<file path="src/rtl/alu_pkg.sv">
// Shared encodings for the ALU operation dispatcher: FSM states, default
// field widths and the function-group indices carried in ALU_FUN's select field.
package alu_pkg;

  localparam int FUN_W_DEF = 4;
  localparam int SEL_W_DEF = 2;

  typedef enum logic [1:0] {
    ST_IDLE  = 2'b00,
    ST_ISSUE = 2'b01,
    ST_WAIT  = 2'b10
  } state_t;

  localparam logic [1:0] GRP_ARITH = 2'd0;
  localparam logic [1:0] GRP_LOGIC = 2'd1;
  localparam logic [1:0] GRP_CMP   = 2'd2;
  localparam logic [1:0] GRP_SHIFT = 2'd3;

endpackage

</file>
<file path="src/rtl/alu_lat_counter.sv">
// Loadable down-counter for execution-unit latency; tc is registered together
// with the count so it is valid in the first WAIT cycle.
module alu_lat_counter #(
  parameter int W = 3
) (
  input  logic         clk,
  input  logic         rst_n,
  input  logic         load,
  input  logic [W-1:0] load_val,
  input  logic         dec,
  output logic         tc
);

  logic [W-1:0] cnt_r;
  logic         tc_r;

  // Count register and its terminal-count flag; decrement saturates at zero.
  always_ff @(posedge clk or negedge rst_n) begin
    if (!rst_n) begin
      cnt_r <= '0;
      tc_r  <= 1'b0;
    end else if (load) begin
      cnt_r <= load_val;
      tc_r  <= (load_val == W'(1));
    end else if (dec && (cnt_r != '0)) begin
      cnt_r <= cnt_r - W'(1);
      tc_r  <= (cnt_r == W'(2));
    end else begin
      cnt_r <= cnt_r;
      tc_r  <= tc_r;
    end
  end

  assign tc = tc_r;

endmodule

</file>
<file path="src/rtl/alu_op_dispatcher.sv">
// Sequential ALU dispatcher: accepts one op, pulses a one-hot unit enable and
// raises OUT_VALID once the selected unit's latency has elapsed.
module alu_op_dispatcher
  import alu_pkg::*;
#(
  parameter int                            FUN_W     = FUN_W_DEF,
  parameter int                            SEL_W     = SEL_W_DEF,
  parameter int                            LAT_W     = 3,
  parameter logic [(2**SEL_W)*LAT_W-1:0]   UNIT_LAT  = {3'd1, 3'd1, 3'd1, 3'd2},
  parameter logic [(2**SEL_W)-1:0]         UNIT_MASK = 4'b1111
) (
  input  logic                     CLK,
  input  logic                     RST,
  input  logic [FUN_W-1:0]         ALU_FUN,
  input  logic                     EN,
  output logic                     BUSY,
  output logic [(2**SEL_W)-1:0]    UNIT_EN,
  output logic [SEL_W-1:0]         UNIT_SEL,
  output logic [FUN_W-SEL_W-1:0]   SUB_FUN,
  output logic                     OUT_VALID,
  output logic                     ILLEGAL
);

  localparam int NUM_UNITS = 2**SEL_W;
  localparam int SUB_W     = FUN_W - SEL_W;

  // A zero latency entry still needs one cycle for the unit to respond.
  function automatic logic [LAT_W-1:0] unit_lat_f(input logic [SEL_W-1:0] sel);
    logic [LAT_W-1:0] lat;
    lat = UNIT_LAT[int'(sel)*LAT_W +: LAT_W];
    return (lat == '0) ? LAT_W'(1) : lat;
  endfunction

  state_t               state_r;
  logic                 busy_r;
  logic [NUM_UNITS-1:0] unit_en_r;
  logic [SEL_W-1:0]     unit_sel_r;
  logic [SUB_W-1:0]     sub_fun_r;
  logic                 out_valid_r;
  logic                 illegal_r;

  logic [SEL_W-1:0]     sel_in_s;
  logic [SUB_W-1:0]     sub_in_s;
  logic [LAT_W-1:0]     lat_s;
  logic [LAT_W-1:0]     ld_val_s;
  logic                 ld_s;
  logic                 dec_s;
  logic                 tc_s;

  // Field split of the request and counter control derived from the FSM state.
  always_comb begin
    sel_in_s = ALU_FUN[FUN_W-1 -: SEL_W];
    sub_in_s = ALU_FUN[SUB_W-1:0];
    lat_s    = unit_lat_f(unit_sel_r);
    ld_val_s = lat_s - LAT_W'(1);
    ld_s     = (state_r == ST_ISSUE);
    dec_s    = (state_r == ST_WAIT);
  end

  alu_lat_counter #(.W(LAT_W)) u_lat_counter (
    .clk      (CLK),
    .rst_n    (RST),
    .load     (ld_s),
    .load_val (ld_val_s),
    .dec      (dec_s),
    .tc       (tc_s)
  );

  // Dispatch FSM; every output is a register updated alongside the state.
  always_ff @(posedge CLK or negedge RST) begin
    if (!RST) begin
      state_r     <= ST_IDLE;
      busy_r      <= 1'b0;
      unit_en_r   <= '0;
      unit_sel_r  <= '0;
      sub_fun_r   <= '0;
      out_valid_r <= 1'b0;
      illegal_r   <= 1'b0;
    end else begin
      unit_en_r   <= '0;
      out_valid_r <= 1'b0;
      illegal_r   <= 1'b0;
      case (state_r)
        ST_IDLE: begin
          if (EN) begin
            if (UNIT_MASK[sel_in_s]) begin
              state_r    <= ST_ISSUE;
              busy_r     <= 1'b1;
              unit_en_r  <= NUM_UNITS'(1'b1) << sel_in_s;
              unit_sel_r <= sel_in_s;
              sub_fun_r  <= sub_in_s;
            end else begin
              illegal_r  <= 1'b1;
            end
          end
        end
        ST_ISSUE: begin
          if (lat_s == LAT_W'(1)) begin
            state_r     <= ST_IDLE;
            busy_r      <= 1'b0;
            out_valid_r <= 1'b1;
          end else begin
            state_r     <= ST_WAIT;
          end
        end
        ST_WAIT: begin
          if (tc_s) begin
            state_r     <= ST_IDLE;
            busy_r      <= 1'b0;
            out_valid_r <= 1'b1;
          end
        end
        default: begin
          state_r <= ST_IDLE;
          busy_r  <= 1'b0;
        end
      endcase
    end
  end

  assign BUSY      = busy_r;
  assign UNIT_EN   = unit_en_r;
  assign UNIT_SEL  = unit_sel_r;
  assign SUB_FUN   = sub_fun_r;
  assign OUT_VALID = out_valid_r;
  assign ILLEGAL   = illegal_r;

endmodule

</file>
<file path="config.mk">
export PLATFORM = sky130hd
export DESIGN_NAME = alu_op_dispatcher
export DESIGN_NICKNAME = d
export VERILOG_FILES = /design/src/rtl/alu_pkg.sv /design/src/rtl/alu_lat_counter.sv /design/src/rtl/alu_op_dispatcher.sv
export SDC_FILE = /design/constraint.sdc
export NUM_CORES = 1
export LEC_CHECK = 0
export CELL_PAD_IN_SITES_DETAIL_PLACEMENT = 1
export CELL_PAD_IN_SITES_GLOBAL_PLACEMENT = 1
export CORE_ASPECT_RATIO = 1.4
export CORE_MARGIN = 2
export CORE_UTILIZATION = 40
export DETAILED_ROUTE_END_ITERATION = 8
export PLACE_DENSITY = 0.78
export SLEW_MARGIN = 20
export SYNTH_ARGS = -nofsm -noshare
export SYNTH_HDL_FRONTEND = slang
export SYNTH_HIERARCHICAL = 1
export SYNTH_SLANG_ARGS = --single-unit
</file>
<file path="constraint.sdc">
create_clock -name CLK -period 4.4 [get_ports CLK]
set_input_delay 0.88 -clock CLK [delete_from_list [all_inputs] [get_ports CLK]]
set_output_delay 0.88 -clock CLK [all_outputs]
set_load 0.01 [all_outputs]
</file>
; ---- Word level (Yosys, flattened, before mapping)
; Cells that the tools add are included.
[totals]
regBits = 17
input_bits = 7
out_inout_bits = 11
wordCells = 58
[op_classes]
add_sub_neg = 2
n_mul = 1
magnitude_cmp = 1
eq_ne = 9
shifts = 2
mux = 26
reduce_logical = 8
[op_table]
columns = op, n
row1 = 1-bit 2-to-1 mux, 12
row2 = 4-bit 2-to-1 mux, 3
row3 = 12-bit by 5-bit variable part select with 3-bit output (first input constant), 1
row4 = 3-bit 2-to-1 mux, 3
row5 = 2-bit 2-to-1 mux, 4
row6 = 3-bit by 1-bit == test with 1-bit output (second input constant), 2
row7 = 2-bit inequality test (second input constant), 3
row8 = 2-bit case mux with 3 select lines, 1
row9 = 3-bit AND reduction, 2
row10 = 3-bit by 1-bit subtractor with 3-bit output (second input constant), 2
row11 = 2-bit by 2-bit multiplier with 4-bit output (second input constant), 1
row12 = 4-bit AND reduction, 1
row13 = 1-bit by 2-bit << shifter with 4-bit output (first input constant), 1
row14 = 3-bit by 2-bit == test with 1-bit output (second input constant), 1
row15 = 3-bit zero test, 1
row16 = 2-bit by 3-bit less-than comparator with 1-bit output (second input constant), 1
row17 = 1-bit case mux with 3 select lines, 1
row18 = 3-bit nonzero test, 1
row19 = 1-bit binary-select mux with 2-bit select, 1
row20 = 2-bit by 1-bit == test with 1-bit output (second input constant), 1
row21 = 2-bit == test (second input constant), 1
row22 = 2-bit zero test, 1
row23 = 2-bit by 1-bit inequality test with 1-bit output (second input constant), 1
row24 = 1-bit case mux with 2 select lines, 1
row25 = other kinds (2), 2

; ---- Depth between registers and ports, before layout
[logic_depth]
ltp_word = 7
ltp_mapped = 6

; ---- Cells and area by module
; The synthesis kept the hierarchy.
[modules_own_cells]
columns = module, instances, cells_each, area_each_um2, seq_area_each_um2
row1 = alu_op_dispatcher, 1, 46, 575.6, 300.3
row2 = alu_lat_counter, 1, 26, 259.0, 100.1

; ---- Worst setup path after synthesis
; Ideal clock, no wire load.
[synth_timing]
path_type = input to register
from = input port EN
to = register state_r[0]
setup_time_ns = 0.125
t_arrival_ns = 1.446
required_time_ns = 4.275
path_slack_ns = 2.830
path_stages = 2
path_buffers = 0
path_cell_list = o22ai_1 > mux2_2
[synth_between]
elab_chain_cells = 2
[synth_rtl]
columns = element, line_no
row1 = start: declaration, alu_op_dispatcher.sv:15  ; input logic EN,
row2 = 2-bit inequality test (no line), n/a
row3 = 3-bit AND reduction (no line), n/a
row4 = end signal: assignment, alu_op_dispatcher.sv:72  ; state_r <= ST_IDLE;
row5 = end signal: assignment, alu_op_dispatcher.sv:87  ; state_r <= ST_ISSUE;
row6 = end signal: assignment, alu_op_dispatcher.sv:99  ; state_r <= ST_IDLE;
row7 = end: declaration, alu_op_dispatcher.sv:34  ; state_t state_r;
; Every way passes these cells.
; A chain may end at the register's enable or synchronous reset.

; ---- Worst setup path after layout
[layout_timing]
from = register unit_sel_r[0] (netlist: UNIT_SEL[0])
to = output port UNIT_SEL[0]
[layout_lines]
columns = element, line_no
row1 = start: declaration, alu_op_dispatcher.sv:37  ; logic [SEL_W-1:0] unit_sel_r;
row2 = start signal: assignment, alu_op_dispatcher.sv:90  ; unit_sel_r <= sel_in_s;
row3 = end: declaration, alu_op_dispatcher.sv:18  ; output logic [SEL_W-1:0] UNIT_SEL,
; No word-level cell between the ends.

==> results.json <==
{
  "power.density_nw_per_um2": 669,
  "startpoint_type": "flip-flop",
  "grt_pass1_vias": 666,
  "seq_power_share_pct": 35.6,
  "min_from": "SUB_FUN[0]",
  "grt_max_degree": 17,
  "status": "completed",
  "r2r_end": "BUSY",
  "grt_use_met3_pct": 2.80,
  "grt_use_met1_pct": 17.0,
  "synth-seq-cells": 16,
  "first_iter_violations": 4,
  "path_max_fanout": 5,
  "yosys_warnings": 6,
  "total_leakage_power_uw": 0.000480,
  "setup_tns_ns": 0,
  "ir_drop_v": 0.000390,
  "reg2reg_from": "state_r[1]",
  "clkPwrFrac_pct": 13.6,
  "crit_type": "reg2out",
  "routedWlPerCell_um": 15.4,
  "power_frac_comb_pct": 50.7,
  "worst-slew-pin-transition_ns": 0.750,
  "die_h_um": 58.0,
  "antenna_found_initial": 0,
  "maxCapViolCount": 0,
  "cts_tree": "done",
  "cts_resized": 0,
  "clkTransAtPathRegs_ns": 0.10,
  "ios": 18,
  "die_x_um": 42.6,
  "rows": 19,
  "postSynthAreaPerCell_um2": 11.6,
  "drc": 0,
  "track_usage_pct": 16.7,
  "hold_class": "reg2reg",
  "max_stage_delay_ns": 0.56,
  "hpwlAfterDp_mm": 1.40,
  "grtUsageMet2_pct": 33.4,
  "grt_busiest_layer": "met2",
  "drv_slew": 0,
  "dp.cells": 112,
  "grt_pass1_wl_mm": 3.06,
  "p_sw_uw": 274,
  "io_buffers": 16,
  "yosysMostFrequentCell": "dfrtp_1",
  "synth-main-ff-cell": "dfrtp_1",
  "diodes": 0,
  "vias": 602,
  "core_region_area_um2": 1970,
  "yosys-top-cells-count": "16 x dfrtp_1, 9 x ha_1, 8 x nand2_1, 6 x inv_1, 5 x mux2_2",
  "fmax_mhz": 464,
  "final_layout_size_suffix_gt1_share_pct": 13.7,
  "min_period_ns": 2.16,
  "start_util_pct": 42.3,
  "antenna_left": 0,
  "reg2reg_setup_slack_ns": 2.71,
  "swShare_pct": 38.4,
  "intPower_uw": 439,
  "via_per_inst": 5.19,
  "holdBufCountCts": 0,
  "skew_ns": 0.00570,
  "cp_slowest_cell": "clkdlybuf4s50_1",
  "worstPathBufferInverterCount": 1,
  "critPathCaptureType": "output pin",
  "place.gp.congestion": 0.813,
  "drtPass1Iterations": 3,
  "crit_start": "UNIT_SEL[0]",
  "grt_overflow": 0,
  "setup_violations": 0,
  "path_cells": "clkdlybuf4s50_1",
  "worstPathArrival_ns": 1.28,
  "required_ns": 3.52,
  "final-instance-count-excl-fill": 116,
  "hold_depth": 1,
  "yosys.area.top_type": "dfrtp_1",
  "postCtsSetupRepairBufs": 0,
  "synth_cell_types": 27,
  "syn_to_final_growth_pct": 27.6,
  "cts_buffers": 3,
  "htreeDepth": 1,
  "die_area_um2": 2470,
  "min_to": "SUB_FUN[0]",
  "slew_headroom_pct": 49.8,
  "hold_viol_final": 0,
  "async_reset_ff_share_pct": 100,
  "clock_sinks": 16,
  "synth_edf_count": 0,
  "period_share_pct": 49.0,
  "fin_nets": 112,
  "yosysSeqAreaShare_pct": 48.0,
  "synth_top_area_share_pct": 48.0,
  "clock_latency_ns": 0.28,
  "finalWorstSetupSlack_ns": 2.24,
  "rsz0062_at_grt": "false",
  "drt-total-wl_mm": 1.79,
  "finalPower_uw": 713,
  "syn_area_um2": 835,
  "clock_path_buffers": 2,
  "synth.area.top_cells": "dfrtp_1 48%, ha_1 13%, mux2_2 6.7%",
  "cts-root-buf": "clkbuf_4",
  "critPathTopFamily": "buffers and inverters",
  "pre_cts_ws_ns": 2.26,
  "synth_cells": 72,
  "r2r_cells": 5
}
## stage by stage
stage / hold slack (ns) / util (%) / area, µm²
2_1_floorplan: 0.529 / - / 850
3_3_place_gp: 0.491 / 52.1 / 1030
3_5_place_dp: 0.498 / 52.1 / 1030
4_1_cts: 0.526 / 54.0 / 1060
5_1_grt: 0.550 / 54.0 / 1060
6_report: 0.520 / 54.0 / 1060
## power groups by stage
stage | registers (µW) | logic [µW] | clock network, µW
2_1_floorplan | 259 | 223 | 0
3_3_place_gp | 250 | 349 | 0
3_5_place_dp | 256 | 364 | 0
4_1_cts | 255 | 368 | 102
5_1_grt | 262 | 407 | 106
6_report | 254 | 362 | 97.1
## cells by family (layout without fill, tap and decap cells)
group | Yosys count | in the layout | synth area share (%)
AO/OA/AOI/OAI | 12 | 12 | 10.9
XOR/XNOR | 1 | 1 | 1.05
adder cells (fa/ha/maj) | 9 | 9 | 13.5
buffers and inverters | 8 | 27 | 4.05
flip-flops | 16 | 16 | 48.0
multiplexers | 7 | 7 | 9.74
other | 1 | 5 | 0.449
AND/OR/NAND/NOR | 18 | 18 | 12.3
## how the worst max path moves through the flow
stage / to / slack, ns / cells after the start
floorplan: state_r[0] / 2.83 / 2
global placement: state_r[0] / 2.31 / 3
detailed placement: state_r[0] / 2.26 / 3
CTS: UNIT_SEL[0] / 2.23 / 1
global route: UNIT_SEL[0] / 2.18 / 1
finish: UNIT_SEL[0] / 2.24 / 1
## flip-flops by register name (all words and copies together), names as in the netlist
name                 count
SUB_FUN                  2
UNIT_SEL                 2
OUT_VALID                1
state_r                  2
u_lat_counter/tc         1
u_lat_counter/cnt_r      3
BUSY                     1
UNIT_EN                  4
## placed cells by master (no fill, tap or decap), drive strengths merged
master and instances:
mux2 6, nor2 2, conb 5, ha 9
and4bb 1, mux2i 1, nand4bb 1, o22ai 1
nand3b 1, a21oi 2, inv 7, clkdlybuf4s50 16
nand2 8, clkbuf 4, or3b 1, a21boi 1
nor3 2, o221ai 1, o311ai 1, nor3b 2
dfrtp 16, o21ai 5, xnor2 1, o21bai 1
## routing by layer
layer	up-vias	routed length, µm
li1	286	-
met1	300	675
met2	14	1040
met3	2	59
met4	0	13
met5	-	0
## final cells by class
class,count,area [µm²]
Multi-Input combinational cell,52,415
Fill cell,217,908
Timing Repair Buffer,16,160
Inverter,7,26.3
Clock buffer,4,36.3
Sequential cell,16,400
Tap cell,21,26.3
(Power assumes the default switching activity.)
